**src/rtl/l1_pkg.sv**
```systemverilog
// Shared types for the L1 cache controller:
// MSI line states, bus commands and controller FSM states.
package l1_pkg;

  localparam int ADDR_W = 10;

  typedef enum logic [1:0] {
    I = 2'd0,
    S = 2'd1,
    M = 2'd2
  } msi_t;

  typedef enum logic [1:0] {
    BUS_RD   = 2'd0,
    BUS_RDX  = 2'd1,
    BUS_UPGR = 2'd2,
    BUS_WB   = 2'd3
  } bus_cmd_t;

  typedef enum logic [1:0] {
    IDLE,
    WRITEBACK,
    FETCH,
    UPGRADE
  } state_t;

endpackage

```
**src/rtl/l1_line_array.sv**
```systemverilog
// Direct-mapped tag/state/data storage with one core
// read/write port and one snoop lookup/state-update port.
module l1_line_array
  import l1_pkg::*;
#(
  parameter int n     = 32,
  parameter int LINES = 16,
  parameter int IW    = $clog2(LINES),
  parameter int TW    = ADDR_W - IW
) (
  input  logic          clk,
  input  logic          reset,
  input  logic [IW-1:0] c_idx,
  output logic [TW-1:0] c_tag,
  output msi_t          c_state,
  output logic [n-1:0]  c_data,
  input  logic          c_we,
  input  logic [TW-1:0] c_wtag,
  input  msi_t          c_wstate,
  input  logic [n-1:0]  c_wdata,
  input  logic [IW-1:0] s_idx,
  output logic [TW-1:0] s_tag,
  output msi_t          s_state,
  output logic [n-1:0]  s_data,
  input  logic          s_we,
  input  msi_t          s_wstate
);

  logic [TW-1:0] tags [LINES];
  msi_t          sts  [LINES];
  logic [n-1:0]  dats [LINES];

  assign c_tag   = tags[c_idx];
  assign c_state = sts[c_idx];
  assign c_data  = dats[c_idx];
  assign s_tag   = tags[s_idx];
  assign s_state = sts[s_idx];
  assign s_data  = dats[s_idx];

  // Core write is applied last: a fill replaces
  // whatever line a concurrent snoop matched.
  always_ff @(posedge clk or posedge reset) begin
    if (reset) begin
      for (int k = 0; k < LINES; k++) begin
        tags[k] <= '0;
        sts[k]  <= I;
        dats[k] <= '0;
      end
    end else begin
      if (s_we) sts[s_idx] <= s_wstate;
      if (c_we) begin
        tags[c_idx] <= c_wtag;
        sts[c_idx]  <= c_wstate;
        dats[c_idx] <= c_wdata;
      end
    end
  end

endmodule

```
**src/rtl/l1_cache_ctrl.sv**
```systemverilog
// MSI snooping L1 controller: direct-mapped one-word lines,
// zero-latency hits, write-back/fetch/upgrade bus transactions.
module l1_cache_ctrl
  import l1_pkg::*;
#(
  parameter int n     = 32,
  parameter int LINES = 16
) (
  input  logic         clk,
  input  logic         reset,
  input  logic         load_control,
  input  logic         store_control,
  input  logic [9:0]   address,
  input  logic [n-1:0] dmem_wdata,
  output logic [n-1:0] dmem_rdata,
  output logic         L1_busy,
  output logic         bus_req,
  output logic [1:0]   bus_cmd,
  output logic [9:0]   bus_addr,
  output logic [n-1:0] bus_wdata,
  input  logic         bus_ack,
  input  logic [n-1:0] bus_rdata,
  input  logic         snoop_valid,
  input  logic [1:0]   snoop_cmd,
  input  logic [9:0]   snoop_addr,
  output logic         snoop_hit_m,
  output logic [n-1:0] snoop_data
);

  localparam int IW = $clog2(LINES);
  localparam int TW = ADDR_W - IW;

  state_t        state, state_n;
  logic          req_q, req_n;
  bus_cmd_t      cmd_q, cmd_n;
  logic [9:0]    addr_q, addr_n;
  logic [n-1:0]  wd_q, wd_n;

  logic [IW-1:0] idx, s_idx;
  logic [TW-1:0] tag, s_tag_in;
  logic [TW-1:0] c_tag, c_wtag, s_tag;
  msi_t          c_state, c_wstate, s_state, s_wstate;
  logic [n-1:0]  c_data, c_wdata, s_data, rdata_c;
  logic          c_we, s_we, hit, s_match;
  logic          conflict, kill, busy_c, hit_m_c;
  bus_cmd_t      miss_cmd, scmd;

  assign idx      = address[IW-1:0];
  assign tag      = address[ADDR_W-1:IW];
  assign s_idx    = snoop_addr[IW-1:0];
  assign s_tag_in = snoop_addr[ADDR_W-1:IW];
  assign scmd     = bus_cmd_t'(snoop_cmd);
  assign miss_cmd = store_control ? BUS_RDX : BUS_RD;

  assign hit     = (c_state != I) && (c_tag == tag);
  assign s_match = snoop_valid && (s_state != I)
                && (s_tag == s_tag_in);

  l1_line_array #(.n(n), .LINES(LINES)) u_lines (
    .clk      (clk),
    .reset    (reset),
    .c_idx    (idx),
    .c_tag    (c_tag),
    .c_state  (c_state),
    .c_data   (c_data),
    .c_we     (c_we),
    .c_wtag   (c_wtag),
    .c_wstate (c_wstate),
    .c_wdata  (c_wdata),
    .s_idx    (s_idx),
    .s_tag    (s_tag),
    .s_state  (s_state),
    .s_data   (s_data),
    .s_we     (s_we),
    .s_wstate (s_wstate)
  );

  // Snoop response and line-state update for a matching line.
  always_comb begin
    s_we     = 1'b0;
    s_wstate = s_state;
    hit_m_c  = 1'b0;
    if (s_match) begin
      unique case (scmd)
        BUS_RD: begin
          if (s_state == M) begin
            hit_m_c  = 1'b1;
            s_we     = 1'b1;
            s_wstate = S;
          end
        end
        BUS_RDX: begin
          hit_m_c  = (s_state == M);
          s_we     = 1'b1;
          s_wstate = I;
        end
        BUS_UPGR: begin
          if (s_state == S) begin
            s_we     = 1'b1;
            s_wstate = I;
          end
        end
        BUS_WB: ;
      endcase
    end
  end

  // A snoop touching the core's index wins this cycle;
  // kill means the line being upgraded is being invalidated.
  assign conflict = s_we && (s_idx == idx);
  assign kill     = s_we && (s_wstate == I)
                 && (snoop_addr == address);

  assign snoop_hit_m = hit_m_c & ~reset;
  assign snoop_data  = snoop_hit_m ? s_data : '0;
  assign L1_busy     = busy_c & ~reset;
  assign dmem_rdata  = rdata_c;
  assign bus_req     = req_q;
  assign bus_cmd     = cmd_q;
  assign bus_addr    = addr_q;
  assign bus_wdata   = wd_q;

  // FSM state and registered bus request fields.
  always_ff @(posedge clk or posedge reset) begin
    if (reset) begin
      state  <= IDLE;
      req_q  <= 1'b0;
      cmd_q  <= BUS_RD;
      addr_q <= '0;
      wd_q   <= '0;
    end else begin
      state  <= state_n;
      req_q  <= req_n;
      cmd_q  <= cmd_n;
      addr_q <= addr_n;
      wd_q   <= wd_n;
    end
  end

  // Next state, bus request and line updates.
  always_comb begin
    state_n  = state;
    req_n    = req_q;
    cmd_n    = cmd_q;
    addr_n   = addr_q;
    wd_n     = wd_q;
    busy_c   = 1'b0;
    rdata_c  = '0;
    c_we     = 1'b0;
    c_wtag   = tag;
    c_wstate = c_state;
    c_wdata  = c_data;
    unique case (state)
      IDLE: begin
        if (load_control || store_control) begin
          if (conflict) begin
            busy_c = 1'b1;
          end else if (hit && !store_control) begin
            rdata_c = c_data;
          end else if (hit && c_state == M) begin
            c_we     = 1'b1;
            c_wstate = M;
            c_wdata  = dmem_wdata;
          end else if (hit) begin
            busy_c  = 1'b1;
            state_n = UPGRADE;
            req_n   = 1'b1;
            cmd_n   = BUS_UPGR;
            addr_n  = address;
            wd_n    = '0;
          end else if (c_state == M) begin
            busy_c  = 1'b1;
            state_n = WRITEBACK;
            req_n   = 1'b1;
            cmd_n   = BUS_WB;
            addr_n  = {c_tag, idx};
            wd_n    = c_data;
          end else begin
            busy_c  = 1'b1;
            state_n = FETCH;
            req_n   = 1'b1;
            cmd_n   = miss_cmd;
            addr_n  = address;
            wd_n    = '0;
          end
        end
      end
      WRITEBACK: begin
        busy_c = 1'b1;
        if (bus_ack) begin
          req_n    = 1'b0;
          state_n  = FETCH;
          c_we     = 1'b1;
          c_wtag   = c_tag;
          c_wstate = I;
        end
      end
      FETCH: begin
        busy_c = 1'b1;
        if (!req_q) begin
          req_n  = 1'b1;
          cmd_n  = miss_cmd;
          addr_n = address;
          wd_n   = '0;
        end else if (bus_ack) begin
          req_n    = 1'b0;
          state_n  = IDLE;
          c_we     = 1'b1;
          c_wstate = store_control ? M : S;
          c_wdata  = bus_rdata;
        end
      end
      UPGRADE: begin
        busy_c = 1'b1;
        if (!hit || kill) begin
          req_n   = 1'b0;
          state_n = FETCH;
        end else if (bus_ack) begin
          req_n    = 1'b0;
          state_n  = IDLE;
          c_we     = 1'b1;
          c_wstate = M;
        end
      end
      default: state_n = IDLE;
    endcase
  end

endmodule

```
**config.mk**
```make
export PLATFORM = sky130hd
export DESIGN_NAME = l1_cache_ctrl
export DESIGN_NICKNAME = d
export VERILOG_FILES = /design/src/rtl/l1_pkg.sv /design/src/rtl/l1_line_array.sv /design/src/rtl/l1_cache_ctrl.sv
export SDC_FILE = /design/constraint.sdc
export NUM_CORES = 2
export LEC_CHECK = 0
export CORE_ASPECT_RATIO = 0.75
export CORE_MARGIN = 1
export CORE_UTILIZATION = 45
export CTS_CLUSTER_DIAMETER = 200
export DETAILED_ROUTE_END_ITERATION = 8
export PLACE_DENSITY_LB_ADDON = 0.3
export SLEW_MARGIN = 20
export SYNTH_ARGS = -nofsm -noshare
export SYNTH_HDL_FRONTEND = slang
export SYNTH_SLANG_ARGS = --single-unit
export TNS_END_PERCENT = 1
```
**constraint.sdc**
```tcl
create_clock -name clk -period 38.4 [get_ports clk]
set_input_delay 3.84 -clock clk [delete_from_list [all_inputs] [get_ports clk]]
set_output_delay 3.84 -clock clk [all_outputs]
set_load 0.01 [all_outputs]
```
==> results_dict.tcl <==
set metrics [dict create \
    status "finished, final reports clean" \
    synth_nets 2608 \
    cts_max_level 3 \
    reg2reg_depth 11 \
    grt_pass1_wl_mm 167.5 \
    cts_setup_buffers 0 \
    hold_end "bus_cmd[1]$_DFFE_PP0P_" \
    clock-sinks 687 \
    drc 0 \
    rrSetupSlack_ns 33.26 \
    synth-seq-cells 687 \
    final_nets 2715 \
    cts_tree "built" \
    ys_seq_area_share_pct 45.16 \
    yosysWarnings 0 \
    cts_root_buf "clkbuf_16" \
    diodes 0 \
    tightest_slew_ns 1.104 \
    hold_slack_ns 0.5006 \
    dpl_cell_area_um2 40860 \
    arrival_ns 9.08 \
    die_width_um 337.8 \
    num_vias 24200 \
    async_reset_ff_share_pct 100.0 \
    syn_inst 2516 \
    first_pass_iters 7 \
    clk_latency_ns 0.63 \
    worstPathMaxFanout 69 \
    final_area_um2 43530 \
    r2r_start "u_lines.tags[49]$_DFFE_PP0P_" \
    finalHoldViolCount 0 \
    grt_pass1_vias 25600 \
    synth_ff_type "dfrtp_1" \
    holdPathStages 1 \
    initial_core_util_pct 45.86 \
    hold_buffers 0 \
    clk_pin_slew_worst_paths_ns 0.06 \
    report.final.slew_viol_count 0 \
    drtIter0Drc 2088 \
    ctsResizeCount 0 \
    finalSetupTns_ns 0 \
    layout-drive-gt1-share_pct 33.59 \
    min-delay-start "bus_cmd[1]$_DFFE_PP0P_" \
    final-seq-area_um2 17190 \
    routedWlPerCell_um 28.87 \
    synth_area_um2 38060 \
    max-vdd-ir-drop_v 0.00003446 \
    skew_ns 0.03009 \
    dp_hpwl_mm 66.02 \
    area_growth_syn_to_layout_pct 14.37 \
    required_ns 34.56 \
    num_rows 91 \
    cts_buffers 76 \
    routabilityCongestion 0.8653 \
    multi_input_area_um2 19580 \
    routed_wl_mm 109.6 \
    p_leak_nw 19.29 \
    num-fill-cells 6689 \
    path_class "input pin to output port" \
    crit_path_end_kind "output port" \
    cp-start-kind "input pin" \
    clock.fmax_mhz 77.42 \
    synth_cell_type_count 60 \
    grt-ovfl-total 0 \
    fin_crit_sh_pct 33.64 \
    die-area_um2 85770 \
    via_per_inst 6.376 \
    clk_path_buf_depth 3 \
    final_common_cell "dfrtp_1" \
    mostFrequentLayoutCells "dfrtp_1, mux4_2, mux2_1" \
    ant_nets 0 \
    syn_avg_cell_area_um2 15.13 \
    grt_max_degree 196 \
    io_pins 203 \
    slew-limit-headroom_pct 26.39 \
    period_minus_slack_ns 12.92 \
    rr_endpoint "u_lines.dats[408]$_DFFE_PP0P_" \
    chipHeight_um 253.9 \
    core_area_um2 83000 \
    synth-edff-count 0 \
    holdCritPathClass "flip-flop to flip-flop" \
    port_buffers 202 \
    grt.total_usage_pct 26.16 \
    drv_cap 0 \
    p_per_area_nw_per_um2 61.13 \
    rsz0062_at_grt "no" \
    antenna_found_initial 2 \
    setup_viol 0 \
]
logic make-up after synthesis:
family                    synth area share, %
DFF                                     45.16
and+or+nand+nor                         3.665
AOI/OAI and AO/OA                       2.935
buffers and inverters                   3.721
xor gates and xnor gates               0.5062
muxes                                   44.01
power breakdown:
| group | internal, W | total [W] | switching, W |
|---|---|---|---|
| Sequential | 0.000944 | 0.00111 | 0.000165 |
| Clock | 0.000438 | 0.000740 | 0.000302 |
| Combinational | 0.000430 | 0.000812 | 0.000382 |
| Total | 0.00181 | 0.00266 | 0.000848 |
sequential cells by signal, indices dropped and copies added, names as in the netlist:
register and cells:
bus_wdata 32, u_lines.sts 32, bus_addr 10, bus_req 1, u_lines.dats 512, state 2, bus_cmd 2, u_lines.tags 96
layer usage:
metal  up-vias  GRT usage, %  routed length, µm
met4         0         7.421               2958
met2       934         41.51              52500
met1     13150         37.18              47110
li1       9916             -                  -
met5         -             0                  0
met3       196         4.395               6986
metrics by stage:
stage,power (W),instances,setup WS [ns],utilization [%]
floorplan,0.001663,2516,15.30,-
global placement,0.001865,3654,25.23,49.19
detailed placement,0.001918,3655,25.07,49.22
CTS,0.002660,3789,25.06,52.25
global route,0.002782,3795,24.94,52.45
finish,0.002661,3795,25.48,52.45
cells in the mapped netlist, types with 33 or more instances:
master    count  area, µm²
a21o_1       37      277.8
a22o_1       44      385.4
and2_1       33      206.5
and3_1       36      225.2
buf_2        52      260.3
clkbuf_1    116      435.4
dfrtp_1     687      17190
inv_1        42      157.7
mux2_1      322       3626
mux2_2      308       3468
mux2i_1     157       1572
mux4_2      359       8085
nand2_1      58      217.7
worst max path at each step:
stage / slack, ns / cells after the start / from / endpoint
3_3_place_gp: 25.23 / 11 / snoop_addr[0] / snoop_data[29]
6_report: 25.48 / 14 / address[0] / dmem_rdata[26]
2_1_floorplan: 15.30 / 1 / reset / bus_addr[0]$_DFFE_PP0P_
4_1_cts: 25.06 / 13 / address[0] / dmem_rdata[26]
5_1_grt: 24.94 / 14 / address[0] / dmem_rdata[26]
3_5_place_dp: 25.07 / 13 / address[0] / dmem_rdata[26]
cell type report:
| type | count | area share (%) |
|---|---|---|
| multi-input cells | 1543 | 44.97 |
| flip-flops and latches | 687 | 39.49 |
| repair buffers | 271 | 6.148 |
| clock buffers | 111 | 5.139 |
| well taps | 1116 | 3.208 |
| clock inverters | 23 | 0.6438 |
| inverters | 44 | 0.3995 |
worst max-delay path, cell delays in order:
cell	delay, ns
buf_8	0.53
buf_4	0.76
buf_4	0.87
mux2i_1	0.17
mux2i_1	0.29
xnor2_1	0.16
o211a_1	0.20
nand2_2	0.15
nor2_1	0.19
nand3_1	0.14
nor2_4	0.46
buf_16	0.24
and2_1	0.16
clkdlybuf4s50_1	0.55
Power figures use the tool's default switching activity.
